## src/rtl/mem_arb_pkg.sv

```systemverilog
// Shared types and default sizes for the unified-memory arbiter.
package mem_arb_pkg;

  localparam int DEF_ADDR_W     = 10;
  localparam int DEF_DATA_W     = 32;
  localparam int DEF_STARVE_MAX = 3;

  typedef enum logic [1:0] {
    NONE = 2'd0,
    IRD  = 2'd1,
    DRD  = 2'd2
  } resp_sel_t;

endpackage

```

## src/rtl/mem_arb_starve_ctr.sv

```systemverilog
// Saturating count of consecutive cycles the fetch port asked but lost;
// fetch_win tells the grant mux to let fetch through.
module mem_arb_starve_ctr #(
  parameter int STARVE_MAX = 3
) (
  input  logic clk,
  input  logic rst,
  input  logic i_req,
  input  logic i_gnt,
  output logic fetch_win
);

  // STARVE_MAX of 0 still needs a one-bit register that simply stays at 0
  localparam int CW = (STARVE_MAX < 1) ? 1 : $clog2(STARVE_MAX + 1);
  localparam logic [CW-1:0] MAX_C = CW'(STARVE_MAX);

  logic [CW-1:0] cnt;

  always_ff @(posedge clk or posedge rst) begin
    if (rst) begin
      cnt <= '0;
    end else if (!i_req || i_gnt) begin
      cnt <= '0;
    end else if (cnt < MAX_C) begin
      cnt <= cnt + CW'(1);
    end
  end

  assign fetch_win = (cnt >= MAX_C);

endmodule

```

## src/rtl/mips_mem_arbiter.sv

```systemverilog
// Single-port memory arbiter: data port has priority, fetch wins after
// STARVE_MAX losses. Define MEM_ARB_PERF_EN to add stall/access counters.
module mips_mem_arbiter
  import mem_arb_pkg::*;
#(
  parameter int ADDR_W     = DEF_ADDR_W,
  parameter int DATA_W     = DEF_DATA_W,
  parameter int STARVE_MAX = DEF_STARVE_MAX
) (
  input  logic              clk,
  input  logic              rst,
  input  logic              i_req,
  input  logic [ADDR_W-1:0] i_addr,
  output logic              i_gnt,
  output logic              i_rvalid,
  output logic [DATA_W-1:0] i_rdata,
  input  logic              d_req,
  input  logic              d_we,
  input  logic [ADDR_W-1:0] d_addr,
  input  logic [DATA_W-1:0] d_wdata,
  output logic              d_gnt,
  output logic              d_rvalid,
  output logic [DATA_W-1:0] d_rdata,
`ifdef MEM_ARB_PERF_EN
  output logic [31:0]       perf_i_stall,
  output logic [31:0]       perf_d_acc,
`endif
  output logic              mem_en,
  output logic              mem_we,
  output logic [ADDR_W-1:0] mem_addr,
  output logic [DATA_W-1:0] mem_wdata,
  input  logic [DATA_W-1:0] mem_rdata
);

  logic      fetch_win;
  resp_sel_t resp_sel, resp_next;

  mem_arb_starve_ctr #(
    .STARVE_MAX(STARVE_MAX)
  ) u_starve (
    .clk      (clk),
    .rst      (rst),
    .i_req    (i_req),
    .i_gnt    (i_gnt),
    .fetch_win(fetch_win)
  );

  // Grants are suppressed during reset so no access leaks into the memory
  always_comb begin
    i_gnt = 1'b0;
    d_gnt = 1'b0;
    if (!rst) begin
      if (d_req && !(i_req && fetch_win)) d_gnt = 1'b1;
      else if (i_req)                     i_gnt = 1'b1;
    end
  end

  always_comb begin
    mem_en    = i_gnt || d_gnt;
    mem_we    = d_gnt && d_we;
    mem_addr  = d_gnt ? d_addr : i_addr;
    mem_wdata = d_wdata;
  end

  always_ff @(posedge clk or posedge rst) begin
    if (rst) resp_sel <= NONE;
    else     resp_sel <= resp_next;
  end

  always_comb begin
    resp_next = NONE;
    if (i_gnt)              resp_next = IRD;
    else if (d_gnt && !d_we) resp_next = DRD;
  end

  assign i_rvalid = (resp_sel == IRD);
  assign d_rvalid = (resp_sel == DRD);
  assign i_rdata  = mem_rdata;
  assign d_rdata  = mem_rdata;

`ifdef MEM_ARB_PERF_EN
  always_ff @(posedge clk or posedge rst) begin
    if (rst) begin
      perf_i_stall <= '0;
      perf_d_acc   <= '0;
    end else begin
      if (i_req && !i_gnt) perf_i_stall <= perf_i_stall + 32'd1;
      if (d_gnt)           perf_d_acc   <= perf_d_acc + 32'd1;
    end
  end
`endif

endmodule

```

## config.mk

```make
export PLATFORM = sky130hd
export DESIGN_NAME = mips_mem_arbiter
export DESIGN_NICKNAME = d
export VERILOG_FILES = /design/src/rtl/mem_arb_pkg.sv /design/src/rtl/mem_arb_starve_ctr.sv /design/src/rtl/mips_mem_arbiter.sv
export SDC_FILE = /design/constraint.sdc
export NUM_CORES = 1
export LEC_CHECK = 0
export BUFFER_PORTS_ARGS = -buffer_cell sky130_fd_sc_hd__buf_2
export CAP_MARGIN = 20
export CORE_AREA = 2 2 78 80
export CTS_CLUSTER_DIAMETER = 200
export CTS_CLUSTER_SIZE = 24
export DETAILED_ROUTE_END_ITERATION = 10
export DIE_AREA = 0 0 80 82
export SYNTH_ARGS = -nofsm -noshare
export SYNTH_HDL_FRONTEND = slang
export SYNTH_SLANG_ARGS = --single-unit
```

## constraint.sdc

```tcl
create_clock -name clk -period 1.53 [get_ports clk]
set_input_delay 0.0765 -clock clk [delete_from_list [all_inputs] [get_ports clk]]
set_output_delay 0.0765 -clock clk [all_outputs]
set_load 0.05 [all_outputs]
```

* Yosys cells after proc, flatten, opt, wreduce, memory -nomap -nowiden
Cells that the tools add are included.
Word-level totals: bits in registers 4, bits of input ports 89, output and inout bits 112, logic and storage cells 27
Cells by class: add/sub/neg operators 1, magnitude comparators 2, equality and inequality tests 2, muxes and demuxes 10, reductions and logical operators 10
Operators with widths (number):
- $mux 10 | 1
- $mux 2 | 4
- $mux 1 | 5
- $logic_and 1x1->1 | 4
- $logic_not 1->1 | 3
- $add 2x1->2 const B | 1
- $eq 2x1->1 const B | 1
- $eq 2x2->1 const B | 1
- $ge 2x2->1 const B | 1
- $logic_or 1x1->1 | 2
- $lt 2x2->1 const B | 1
- $reduce_bool 2->1 | 1

* Depth between registers and ports, before layout
Gate-level depths: netlist of the first run.
depth in word-level cells 9, gate-level depth with buffers 4, gate-level depth less buffers 4

* Modules after synthesis
From an unflattened synthesis of the first run, not the netlist that was laid out.
Second synthesis, totals: cells, all modules 128, area, all modules 1093.5 um^2
Modules (own cells, without submodules):
- mips_mem_arbiter | times used 1, cells an instance 119, area an instance 994.7 um^2, seq. area each 50.0 um^2
- mem_arb_starve_ctr | times used 1, cells an instance 9, area an instance 98.8 um^2, seq. area each 50.0 um^2

* Least setup slack after synthesis of the first run
OpenSTA, ideal clock, no wires.
path type register to output, from register u_starve.cnt[0], to output mem_we, arrival 1.647 ns, data required time 1.453 ns, path slack -0.194 ns, cell stages (with the launch flop) 5, buffers on the path 1, cell sequence dfrtp_1 -> ha_1 -> a211oi_4 -> buf_8 -> and2_1
On the way: word-level cells in the longest chain between the ends 7
RTL lines:
- from (decl) | line mem_arb_starve_ctr.sv:17 | logic [CW-1:0] cnt;
- from (signal assigned) | line mem_arb_starve_ctr.sv:25 | cnt <= cnt + CW'(1);
- $ge 2x2->1 | line mem_arb_starve_ctr.sv:29 | assign fetch_win = (cnt >= MAX_C);
- $logic_and 1x1->1 | line mips_mem_arbiter.sv:53 | if (d_req && !(i_req && fetch_win)) d_gnt = 1'b1;
- $logic_not 1->1 | line mips_mem_arbiter.sv:53
- $logic_and 1x1->1 | line mips_mem_arbiter.sv:53
- $mux 1 | line mips_mem_arbiter.sv:53
- $mux 1 | line mips_mem_arbiter.sv:52 | if (!rst) begin
- net d_gnt | line mips_mem_arbiter.sv:21 | output logic d_gnt,
- $logic_and 1x1->1 | line mips_mem_arbiter.sv:60 | mem_we = d_gnt && d_we;
- to (decl) | line mips_mem_arbiter.sv:29 | output logic mem_we,
The timed path passes the listed nets, and every way through them passes these cells.

* Worst setup path after layout of the first run
from register u_starve.cnt[1], to output mem_addr[9]
On the way: word-level cells in the longest chain between the ends 7
RTL lines:
- $ge 2x2->1 | line mem_arb_starve_ctr.sv:29
- $logic_and 1x1->1 | line mips_mem_arbiter.sv:53
- $logic_not 1->1 | line mips_mem_arbiter.sv:53
- $logic_and 1x1->1 | line mips_mem_arbiter.sv:53
- $mux 1 | line mips_mem_arbiter.sv:53
- $mux 1 | line mips_mem_arbiter.sv:52
- $mux 10 | line mips_mem_arbiter.sv:61 | mem_addr = d_gnt ? d_addr : i_addr;
- to (decl) | line mips_mem_arbiter.sv:30 | output logic [ADDR_W-1:0] mem_addr,
No other way between the ends.

==> run summary, run 1 <==
Worst Max-Slew Pin Slew - 0.275 ns
Worst path slowest cell - dfrtp_1
Post-synth EDFFs - 0
Outcome - finished with violations
Final setup vio count - 12
Vias per inst - 3.27
First-pass GRT wire length - 2790 um
RSZ-0062 raised after global routing - yes
Initial Utilization - 0.193
Worst hold path type - in2reg
Max rail drop VDD - 712 uV
Async SR Flop Fraction - 1.00
Synthesis-to-finish area growth - -13.0%
WL final - 2100 um
CP bufs+invs - 2
Slew Viols, Final - 0
Worst R2R Setup Slack - 0.06 ns
Sequential share of the synthesized area - 0.0905
Worst EP arrival - 1.73 ns
Distinct cells, synth - 19
Synth Instances - 130
Synthesis Warnings - 0
Pwr Density - 717 nW/um^2
Clock Tree Buf Depth - 2
Worst Setup Path Type - reg2out
Failing checks - negative setup slack
Vias - 533
Endpoint type of the worst setup path - output port
Slew headroom - 0.818
Nets - 180
Worst hold margin - 0.0572 ns
Clk_skew - 0.00186 ns
Min Clock Period, post-route - 1.80 ns
Startpoint Class - flop
Pre-CTS setup slack - -0.118 ns
TritonRoute pass-1 iters - 4
CTS tree - done
Crit share post-route - 1.18
Largest net degree at the start of global routing - 8
ANT nets after route - 0
Cell Count, Final, Fillers Out - 163
CTS buffer count - 3
GRT Util Overall - 0.0563
Number of H-tree levels - 1
Clock sinks - 4
CP top delay family - flip-flops
CP max FO - 7
Mean Syn Cell Area - 8.51 sq um
Worst setup margin - -0.274 ns
Cells along the critical path - ha_4 -> a211oi_4 -> buf_6 -> mux2_4 -> buf_8
GR Overflow Total - 0
WL per Instance - 12.9 um
DR DRC count - 0
Die Wd - 80 um
Flops & latches, synth - 4
Port buffer count - 40
Max Cap Viol - 0
Core area - 5750 sq um
GPL Wtd Cong - 0.654
Worst-path clk slew - 0.03 ns
Critical Path RT - 1.45 ns
Drt initial violations - 8
Post-Syn Area - 1110 sq um
Number of antenna diodes - 0
Top Ports - 201
Syn nets - 220
Die Ht - 82 um
Placed Cells - 151
Max incr delay on CP - 0.40 ns
Design Power - 0.690 mW
Layout cells sized above 1 - 0.795
Vias in the first global route - 577
Final hold violation count - 0
Ys flop type - dfrtp_1
Die Area - 6560 sq um
Initial antenna violation count - 0
Root buffer cell - clkbuf_8
Skew-Pair Late Insertion Delay - 0.21 ns
Fmax - 0.554 GHz
Lkg Pwr - 0.470 nW
FP Rows - 28
==> timing repair <==
item	in CTS	in global routing
gates cloned	1	0
gates resized for setup	38	9
hold endpoints to repair	4	0
hold buffers	1	0
endpoints found under the setup margin	12	13
pin swaps	2	4
setup buffers	6	5
==> cell usage in the layout (no fill, tap or decap), types with 2 or more instances in the layout <==
cell type and count:
buf_4 7, dfrtp_1 4, buf_6 10, nor2b_1 2, mux2_4 10, o21ai_0 2
clkbuf_8 3, buf_2 27, buf_8 7, nor2_1 3
==> registers in the layout, summed over array words and instances (netlist names) <==
register / cells
u_starve.cnt: 2
resp_sel: 2
==> path summary, 6_finish.rpt <==
kind | from | end | depth (start not counted)
max in group asynchronous | rst | u_starve.cnt[0] | 3
min | d_we | resp_sel[1] | 2
max | u_starve.cnt[1] | mem_addr[9] | 5
min in group asynchronous | rst | resp_sel[0] | 3
max reg2reg | u_starve.cnt[1] | resp_sel[1] | 7
min reg2reg | u_starve.cnt[0] | u_starve.cnt[1] | 3
==> through the flow <==
stage / cell area, sq um / TNS, ns / util
global route: 962 / -3.43 / 0.167
detailed placement: 713 / -0.885 / 0.124
global placement: 713 / -0.659 / 0.124
floorplan: 1120 / -0.552 / -
CTS: 958 / -3.11 / 0.167
finish: 962 / -2.75 / 0.167
==> kinds of logic after synthesis <==
family / count (synthesis) / share of synthesized area
compound gates: 5 / 0.0430
fa+ha+maj: 1 / 0.0113
mux: 11 / 0.135
flops: 4 / 0.0905
simple gates: 10 / 0.0486
buf+inv: 99 / 0.672
==> final cells by class <==
cell class	count	area, sq um
Fill cell	649	4780
Timing Repair Buffer	52	415
Multi-Input combinational cell	27	304
Sequential cell	4	100
Tap cell	75	93.8
Clock buffer	3	41.3
Inverter	2	7.51
==> power breakdown <==
| group | internal, mW | switching (mW) |
|---|---|---|
| Sequential | 0.115 | 0.00802 |
| Combinational | 0.168 | 0.182 |
| Clock | 0.167 | 0.0499 |
| Total | 0.450 | 0.239 |
==> routing by layer <==
layer  track usage  share of wire  vias to the layer above
met3        0.0385           0.16                       35
met5             0              0                        -
met1        0.0491           0.28                      227
met2        0.0700           0.43                       43
met4        0.0864           0.12                        0
li1              -              -                      228
==> cells in the mapped netlist, drive strengths merged, types with 2 or more instances <==
| cell type | number | share of area |
|---|---|---|
| buf | 97 | 0.67 |
| dfrtp | 4 | 0.091 |
| inv | 2 | 0.0068 |
| mux2 | 10 | 0.13 |
| nor2 | 3 | 0.010 |
| nor2b | 3 | 0.017 |
| o21ai | 2 | 0.0091 |
No activity file was read; power rests on OpenSTA's default activity.
==> run 2: changes to the inputs <==
--- a/config.mk
+++ b/config.mk
@@ -8,6 +8,7 @@
 export BUFFER_PORTS_ARGS = -buffer_cell sky130_fd_sc_hd__buf_2
 export CAP_MARGIN = 20
 export CORE_AREA = 2 2 78 80
+export CTS_BUF_LIST = sky130_fd_sc_hd__clkbuf_4
 export CTS_CLUSTER_DIAMETER = 200
 export CTS_CLUSTER_SIZE = 24
 export DETAILED_ROUTE_END_ITERATION = 10
==> run summary, run 2 (synthesis results as in run 1) <==
Most frequent cells in the layout - buf_2, mux2_4, buf_6, buf_8, buf_4
Die Ht - 82 um
WL per Instance - 12.7 um
TritonRoute pass-1 iters - 2
RSZ-0062 raised after global routing - yes
Min Clock Period, post-route - 1.83 ns
Vias in the first global route - 559
Worst hold margin - 0.0357 ns
Endpoint type of the worst setup path - output port
Slew Viols, Final - 0
Worst EP arrival - 1.75 ns
Cells along the critical path - ha_4 -> a211oi_4 -> buf_6 -> mux2_4 -> buf_8
Port buffer count - 40
FP Rows - 28
Fin Setup TNS - -3.08 ns
Startpoint Class - flop
CTS buffer count - 3
GRT Util Overall - 0.0550
Max Cap Viol - 0
Top Ports - 201
Worst R2R Start - u_starve.cnt[1]
Pwr Density - 635 nW/um^2
Worst path slowest cell - dfrtp_1
First-pass GRT wire length - 2700 um
Commonest non-fill, non-tap cell in the layout - buf_2
Synthesis-to-finish area growth - -14.7%
GR Overflow Total - 0
ANT nets after route - 0
Largest net degree at the start of global routing - 8
Fmax - 0.546 GHz
Number of H-tree levels - 1
Core area - 5750 sq um
Hold depth - 2
CP max FO - 7
Max incr delay on CP - 0.41 ns
Final hold violation count - 0
Worst Max-Slew Pin Slew - 0.275 ns
Final Util - 0.164
Nets - 180
Layout cells sized above 1 - 0.795
Worst setup margin - -0.301 ns
Hold path endpoint - resp_sel[1]
Biggest regs - resp_sel x2, u_starve.cnt x2
Slew headroom - 0.818
Worst R2R Setup Slack - 0.06 ns
Final setup vio count - 12
Worst-path clk slew - 0.04 ns
Die Area - 6560 sq um
CTS tree - done
Critical R2R Capture - resp_sel[1]
Clock sinks - 4
GPL Wtd Cong - 0.654
Number of antenna diodes - 0
Clk_skew - 0.000417 ns
R2R cell count - 7
Clock Tree Buf Depth - 2
Initial antenna violation count - 0
Lkg Pwr - 0.462 nW
Drt initial violations - 12
Max rail drop VDD - 542 uV
Vias - 533
Hold path start - d_we
Critical Path RT - 1.45 ns
Worst Setup Path Type - reg2out
Crit share post-route - 1.20
Fill cell count - 656
Die Wd - 80 um
Failing checks - negative setup slack
Outcome - finished with violations
Initial Utilization - 0.193
DR DRC count - 0
Root buffer cell - clkbuf_4
Worst hold path type - in2reg
WL final - 2060 um
Skew-Pair Late Insertion Delay - 0.23 ns
Vias per inst - 3.27
-- run 2: cell counts in the layout (fill, tap and decap cells not counted) --
Identical to the previous run, type by type.
-- run 2: routing by layer --
metal | global-route usage | wire length [um]
met1 | 0.0491 | 593
met2 | 0.0650 | 862
met3 | 0.0385 | 343
met4 | 0.0864 | 263
met5 | 0 | 0
-- run 2: metrics by stage --
stage / instance area (sq um) / worst slack [ns] / std cells / total power, mW
CTS: 940 / -0.332 / 162 / 0.602
floorplan: 1120 / -0.0778 / 130 / 0.988
detailed placement: 713 / -0.118 / 151 / 0.387
finish: 943 / -0.301 / 163 / 0.599
global placement: 713 / -0.0858 / 151 / 0.384
global route: 943 / -0.364 / 163 / 0.636
-- run 2: final cells by class --
| type | instances | area [sq um] | share of cell area |
|---|---|---|---|
| multi-input combinational | 27 | 304 | 0.322 |
| sequential | 4 | 100 | 0.106 |
| timing repair buffer | 52 | 415 | 0.440 |
| inverter | 2 | 7.51 | 0.00796 |
| clock buffer | 3 | 22.5 | 0.0239 |
| tap | 75 | 93.8 | 0.0995 |
-- run 2: what timing repair did --
| action | CTS | global route |
|---|---|---|
| hold buffers | 1 | 0 |
| hold endpoints to repair | 4 | 0 |
| setup endpoints to repair | 12 | 13 |
| cloned | 1 | 0 |
| setup buffers | 6 | 5 |
| resized for setup | 38 | 9 |
| pin swaps | 2 | 4 |
-- run 2: worst max path at each step --
stage / depth (start not counted) / from / end
6_report: 5 / u_starve.cnt[1] / mem_addr[9]
3_5_place_dp: 5 / u_starve.cnt[1] / mem_addr[9]
5_1_grt: 5 / u_starve.cnt[1] / mem_addr[9]
4_1_cts: 6 / u_starve.cnt[0] / mem_addr[9]
2_1_floorplan: 4 / u_starve.cnt[0] / mem_addr[0]
3_3_place_gp: 5 / u_starve.cnt[1] / mem_addr[4]
-- run 2: critical path, delay by kind of cell, from the launching register on --
kind / cells / cell delay [ns]
fa+ha+maj: 1 / 0.19
compound gates: 1 / 0.27
buf+inv: 2 / 0.34
mux: 1 / 0.32
flops: 1 / 0.41
-- run 2: power by group --
group	leakage (nW)	switching, mW	internal, mW
Sequential	0.0530	0.00815	0.115
Combinational	0.395	0.180	0.168
Clock	0.0138	0.0410	0.0876
